## src/rtl/cpu_types_pkg.sv

```systemverilog
// Shared types for the memory-side sequencing logic.
//   ramstate_t  : status reported by the RAM model each cycle.
//   arb_state_t : grant state of the I/D memory arbiter.
package cpu_types_pkg;

    typedef enum logic [1:0] {
        FREE   = 2'd0,
        BUSY   = 2'd1,
        ACCESS = 2'd2,
        ERROR  = 2'd3
    } ramstate_t;

    typedef enum logic [1:0] {
        IDLE   = 2'd0,
        IGRANT = 2'd1,
        DGRANT = 2'd2
    } arb_state_t;

endpackage

```

## src/rtl/arb_starve_ctr.sv

```systemverilog
// Saturating starvation counter for the memory arbiter.
// Counts data-side completions that happened while an instruction fetch was waiting.
//   clk_i, rst_ni : clock, asynchronous active-low reset
//   inc_i         : one data grant completed with the instruction side pending
//   clr_i         : clear (instruction completed, or no instruction request)
//   limit_o       : count has reached STARVE_LIMIT
module arb_starve_ctr #(
    parameter int unsigned STARVE_LIMIT = 4
) (
    input  logic clk_i,
    input  logic rst_ni,
    input  logic inc_i,
    input  logic clr_i,
    output logic limit_o
);

    localparam logic [3:0] Limit = 4'(STARVE_LIMIT);

    logic [3:0] cnt_q, cnt_d;

    always_comb begin
        cnt_d = cnt_q;
        if (clr_i) begin
            cnt_d = 4'd0;
        end else if (inc_i && (cnt_q != Limit)) begin
            cnt_d = cnt_q + 4'd1;
        end
    end

    always_ff @(posedge clk_i or negedge rst_ni) begin
        if (!rst_ni) begin
            cnt_q <= 4'd0;
        end else begin
            cnt_q <= cnt_d;
        end
    end

    assign limit_o = (cnt_q == Limit);

endmodule

```

## src/rtl/mem_arbiter.sv

```systemverilog
// Instruction/data miss-path arbiter in front of the single-ported main RAM.
// Data side has priority; after STARVE_LIMIT data grants with a fetch pending the
// instruction side is forced through. One transfer per grant, one idle bubble between.
//   CLK, nRST                     : clock, asynchronous active-low reset
//   iREN/iaddr -> iload/iwait     : instruction read port
//   dREN/dWEN/daddr/dstore
//                 -> dload/dwait  : data read/write port
//   ramREN/ramWEN/ramaddr/ramstore: RAM request (combinational from grant + live inputs)
//   ramload/ramstate              : RAM response
//   err_cnt                       : saturating count of ERROR cycles on a live grant
module mem_arbiter
    import cpu_types_pkg::*;
#(
    parameter int unsigned STARVE_LIMIT = 4,
    parameter int unsigned ERRCNT_W     = 8
) (
    input  logic                CLK,
    input  logic                nRST,
    input  logic                iREN,
    input  logic [31:0]         iaddr,
    output logic [31:0]         iload,
    output logic                iwait,
    input  logic                dREN,
    input  logic                dWEN,
    input  logic [31:0]         daddr,
    input  logic [31:0]         dstore,
    output logic [31:0]         dload,
    output logic                dwait,
    output logic                ramREN,
    output logic                ramWEN,
    output logic [31:0]         ramaddr,
    output logic [31:0]         ramstore,
    input  logic [31:0]         ramload,
    input  logic [1:0]          ramstate,
    output logic [ERRCNT_W-1:0] err_cnt
);

    arb_state_t state_q, state_d;
    ramstate_t  ram_st;
    logic       dreq;
    logic       i_done, d_done, err_hit;
    logic       starve_limit;
    logic [ERRCNT_W-1:0] err_q, err_d;

    assign ram_st = ramstate_t'(ramstate);
    assign dreq   = dREN | dWEN;

    always_comb begin
        state_d  = state_q;
        ramREN   = 1'b0;
        ramWEN   = 1'b0;
        ramaddr  = 32'd0;
        ramstore = 32'd0;
        iload    = 32'd0;
        dload    = 32'd0;
        i_done   = 1'b0;
        d_done   = 1'b0;
        err_hit  = 1'b0;
        unique case (state_q)
            IDLE: begin
                if (starve_limit && iREN) begin
                    state_d = IGRANT;
                end else if (dreq) begin
                    state_d = DGRANT;
                end else if (iREN) begin
                    state_d = IGRANT;
                end
            end
            IGRANT: begin
                ramREN  = iREN;
                ramaddr = iaddr;
                iload   = ramload;
                // A withdrawn request aborts before any completion/error accounting.
                if (!iREN) begin
                    state_d = IDLE;
                end else if (ram_st == ACCESS) begin
                    i_done  = 1'b1;
                    state_d = IDLE;
                end else if (ram_st == ERROR) begin
                    err_hit = 1'b1;
                end
            end
            DGRANT: begin
                ramaddr  = daddr;
                ramstore = dstore;
                ramWEN   = dWEN;
                ramREN   = dREN & ~dWEN;
                dload    = ramload;
                if (!dreq) begin
                    state_d = IDLE;
                end else if (ram_st == ACCESS) begin
                    d_done  = 1'b1;
                    state_d = IDLE;
                end else if (ram_st == ERROR) begin
                    err_hit = 1'b1;
                end
            end
            default: state_d = IDLE;
        endcase
    end

    // Waits are gated by nRST so every output is low while reset is held.
    assign iwait = nRST & iREN & ~i_done;
    assign dwait = nRST & dreq & ~d_done;

    always_comb begin
        err_d = err_q;
        if (err_hit && (err_q != {ERRCNT_W{1'b1}})) begin
            err_d = err_q + 1'b1;
        end
    end

    always_ff @(posedge CLK or negedge nRST) begin
        if (!nRST) begin
            state_q <= IDLE;
            err_q   <= '0;
        end else begin
            state_q <= state_d;
            err_q   <= err_d;
        end
    end

    assign err_cnt = err_q;

    arb_starve_ctr #(
        .STARVE_LIMIT(STARVE_LIMIT)
    ) u_starve (
        .clk_i  (CLK),
        .rst_ni (nRST),
        .inc_i  (d_done & iREN),
        .clr_i  (i_done | ~iREN),
        .limit_o(starve_limit)
    );

endmodule
```

## config.mk

```make
export PLATFORM = sky130hd
export DESIGN_NAME = mem_arbiter
export DESIGN_NICKNAME = d
export VERILOG_FILES = /design/src/rtl/cpu_types_pkg.sv /design/src/rtl/arb_starve_ctr.sv /design/src/rtl/mem_arbiter.sv
export SDC_FILE = /design/constraint.sdc
export NUM_CORES = 1
export LEC_CHECK = 0
export CAP_MARGIN = 20
export CORE_AREA = 2 2 106 108
export CTS_CLUSTER_DIAMETER = 80
export DETAILED_ROUTE_END_ITERATION = 6
export DIE_AREA = 0 0 108 110
export MAX_ROUTING_LAYER = met4
export PLACE_DENSITY = 0.72
export SLEW_MARGIN = 10
export SYNTH_ARGS = -nofsm -noshare
export SYNTH_HDL_FRONTEND = slang
export SYNTH_HIERARCHICAL = 1
export SYNTH_SLANG_ARGS = --single-unit
```

## constraint.sdc

```tcl
create_clock -name CLK -period 4.1 [get_ports CLK]
set_input_delay 1.23 -clock CLK [delete_from_list [all_inputs] [get_ports CLK]]
set_output_delay 1.23 -clock CLK [all_outputs]
set_load 0.005 [all_outputs]
```

==> out/results.ini <==
[outcome]
outcome = completed

[power_and_ir_drop]
switching_share_pct = 37.5
power_frac_comb_pct = 83.1
powerDensity_nw_per_um2 = 413
power_switching_mw = 0.769
total_power_mw = 2.05
leakage_nw = 1.85
clock_power_share_pct = 6.7
p_int_mw = 1.28
vdd_ir_drop_max_v = 0.000267
p_seq_share_pct = 10.2

[yosys]
synth_top_family_by_area = simple AND/OR/NAND/NOR gates
ys_seq_elements = 14
yosys_warnings = 6
yosys.area_share.simple_pct = 51.3
synth-xor-area-share_pct = 2.20
synth_cells = 271
synth_top_area_share_pct = 30.8
synth_top_area_cell = and2_1
synth_compound_gate_area_share_pct = 18.2
synth_cell_types = 34
synthAdderAreaFrac_pct = 4.40
yosys-top-cells-area = and2_1 (31%), dfrtp_1 (18%), a22oi_1 (12%), nor2b_1 (10%), ha_1 (4.4%)
synthMuxAreaShare_pct = 1.13
synth_nets = 413
synth.avg_cell_area_um2 = 7.34
syn-cell-area_um2 = 1990
synth-seq-area-share_pct = 17.6

[finish]
multi_input_area_um2 = 1540
final.fill_count = 1059
nets = 678
layout-drive-gt1-share_pct = 4.49
syn_to_final_growth_pct = 150
ff_latch_area_um2 = 350
final_area_um2 = 4980

[placed_design]
port_buffers = 274
post-place-ws_ns = 0.198
gp_congestion = 0.876
placed_area_um2 = 4910
dp_hpwl_mm = 9.67

[clock_network]
clock_latency_ns = 0.25
cts_resized = 0
tritoncts = yes
cts-buffers-inserted = 3
ctsHoldBuffers = 0
cts_max_path_buffers = 2
cts_sinks = 14
clk_pin_slew_ns = 0.06
clk_root_buffer_cell = clkbuf_8
cts_max_level = 1
postCtsSetupRepairBufs = 0

[detailed_routing]
routed-via-count = 2956
ant_nets = 0
viasPerCell = 4.35
first_pass_iters = 4
drt_iter0_markers = 113
detail_route.wl_per_cell_um = 17.3
drt_wl_total_mm = 11.8
drc = 0

[sta]
hold_viol = 0
rsz0062_at_grt = false
relSlewSlack_pct = 55.5
setup_violations = 0
finalCritPeriodShare_pct = 95.0
slew_violations = 0
whs_ns = 0.532
fin_crit_ns = 3.90
timing.fmax_mhz = 257
fin_setup_tns_ns = 0
fin_skew_ns = 0.00103
final.setup.worst_slack_ns = 0.203
worst_pin_slew_ns = 0.668

[global_route]
grt_use_total_pct = 18.9
grt.overflow.total = 0
grt_pass1_wl_mm = 16.7
grt_max_degree = 65
antenna_found_initial = 4
grt_pass1_vias = 3010

[job]
max_cap_violations = 0

[worst_setup_path]
cp_max_fo = 2
end_kind = output pin
start_kind = input pin
crit_type = input pin to output pin
cp.required_ns = 2.87
critPathArrivalTime_ns = 2.67

[die]
core.rowCount = 38
core_area_um2 = 10700
die_h_um = 110
dieWidth_um = 108
ios = 275
die_area_um2 = 11900
start_util_pct = 18.6

[min_path]
hp-class = register to register

## registers in the layout (all words and copies together) (netlist names)
| register | count |
|---|---|
| state_q | 2 |
| err_cnt | 8 |
| u_starve/cnt_q | 4 |
## worst paths after layout
kind,slack (ns),cells past startpoint,from,to
max,0.20,5,ramstate[1],iwait
min,0.53,1,err_cnt[5]$_DFFE_PN0P_,err_cnt[5]$_DFFE_PN0P_
max reg2reg,1.80,6,state_q[0]$_DFFE_PN0P_,err_cnt[1]$_DFFE_PN0P_
min reg2reg,0.53,1,err_cnt[5]$_DFFE_PN0P_,err_cnt[5]$_DFFE_PN0P_
max in group asynchronous,2.56,2,nRST,err_cnt[0]$_DFFE_PN0P_
min in group asynchronous,1.37,2,nRST,u_starve/cnt_q[1]$_DFFE_PN0P_
## power groups by stage
stage	clock network, mW	logic (mW)	registers, mW
after floorplan	0	0.677	0.204
after global placement	0	1.70	0.210
after detailed placement	0	1.72	0.211
after CTS	0.141	1.73	0.210
after global routing	0.146	1.85	0.216
final	0.137	1.71	0.209
## cells in the mapped netlist
| library cell | number |
|---|---|
| nor4_1 | 2 |
| dfrtp_1 | 14 |
| nor2_2 | 1 |
| mux2_2 | 2 |
| nand4b_1 | 1 |
| a21oi_1 | 7 |
| a22oi_1 | 33 |
| ha_1 | 7 |
| nor2b_1 | 33 |
| nand2b_1 | 1 |
| clkbuf_1 | 21 |
| nand3_1 | 7 |
| a21boi_0 | 1 |
| xnor2_1 | 1 |
| or3_1 | 1 |
| nand4_1 | 2 |
| a211oi_1 | 2 |
| nand3b_1 | 1 |
| o22ai_1 | 2 |
| and3_1 | 1 |
| o21ai_0 | 2 |
| a21o_2 | 3 |
| inv_2 | 1 |
| and3_2 | 1 |
| a211o_1 | 1 |
| xor2_1 | 4 |
| nand2_1 | 6 |
| and4b_2 | 1 |
| inv_1 | 5 |
| and2_1 | 98 |
| nand3b_4 | 1 |
| or3b_2 | 1 |
| nor3_1 | 3 |
| nor2_1 | 4 |
## cell usage in the layout, fill, tap and decap left out, types with 3 or more instances in the layout
| cell | n |
|---|---|
| diode_2 | 4 |
| ha_1 | 5 |
| inv_1 | 5 |
| and2_1 | 98 |
| clkbuf_8 | 4 |
| nor3_1 | 3 |
| xor2_1 | 4 |
| a22oi_1 | 33 |
| dfrtp_1 | 14 |
| nor2_1 | 4 |
| clkdlybuf4s50_1 | 274 |
| nand2_1 | 6 |
| nand3_1 | 7 |
| a21oi_1 | 7 |
| a21o_2 | 3 |
| nor2b_1 | 33 |
| buf_4 | 5 |
## worst max-delay path: stages
cell	delay, ns
clkdlybuf4s50_1	0.47
nor2b_1	0.17
nand2_1	0.08
and3_2	0.26
clkdlybuf4s50_1	0.45
## stage by stage
stage / util (%) / std cells
after floorplan: - / 271
after global placement: 45.9 / 671
after detailed placement: 45.9 / 671
after CTS: 46.4 / 675
after global routing: 46.5 / 679
final: 46.5 / 679
## logic make-up (layout without fill, tap and decap cells)
| kind of cell | Yosys count | count (layout) |
|---|---|---|
| other cells | 0 | 4 |
| xor+xnor | 5 | 5 |
| fa+ha+maj | 7 | 7 |
| mux | 2 | 2 |
| simple gates | 165 | 165 |
| flops | 14 | 14 |
| buf+inv | 27 | 291 |
| compound gates | 51 | 51 |
## cell type report
type | instances | area share [%]
diodes | 4 | 0.201
clock buffers | 4 | 1.11
inverters | 6 | 0.453
multi-input cells | 230 | 31.0
flip-flops and latches | 14 | 7.04
well taps | 140 | 3.52
repair buffers | 281 | 56.7
## per-layer routing
layer	global-route usage (%)	vias to the layer above	wire [um]
met5	-	-	0
met4	3.11	0	146
met3	11.6	14	1750
met2	29.5	154	5090
met1	21.0	1336	4790
li1	-	1452	-
Power figures use the tool's default switching activity.
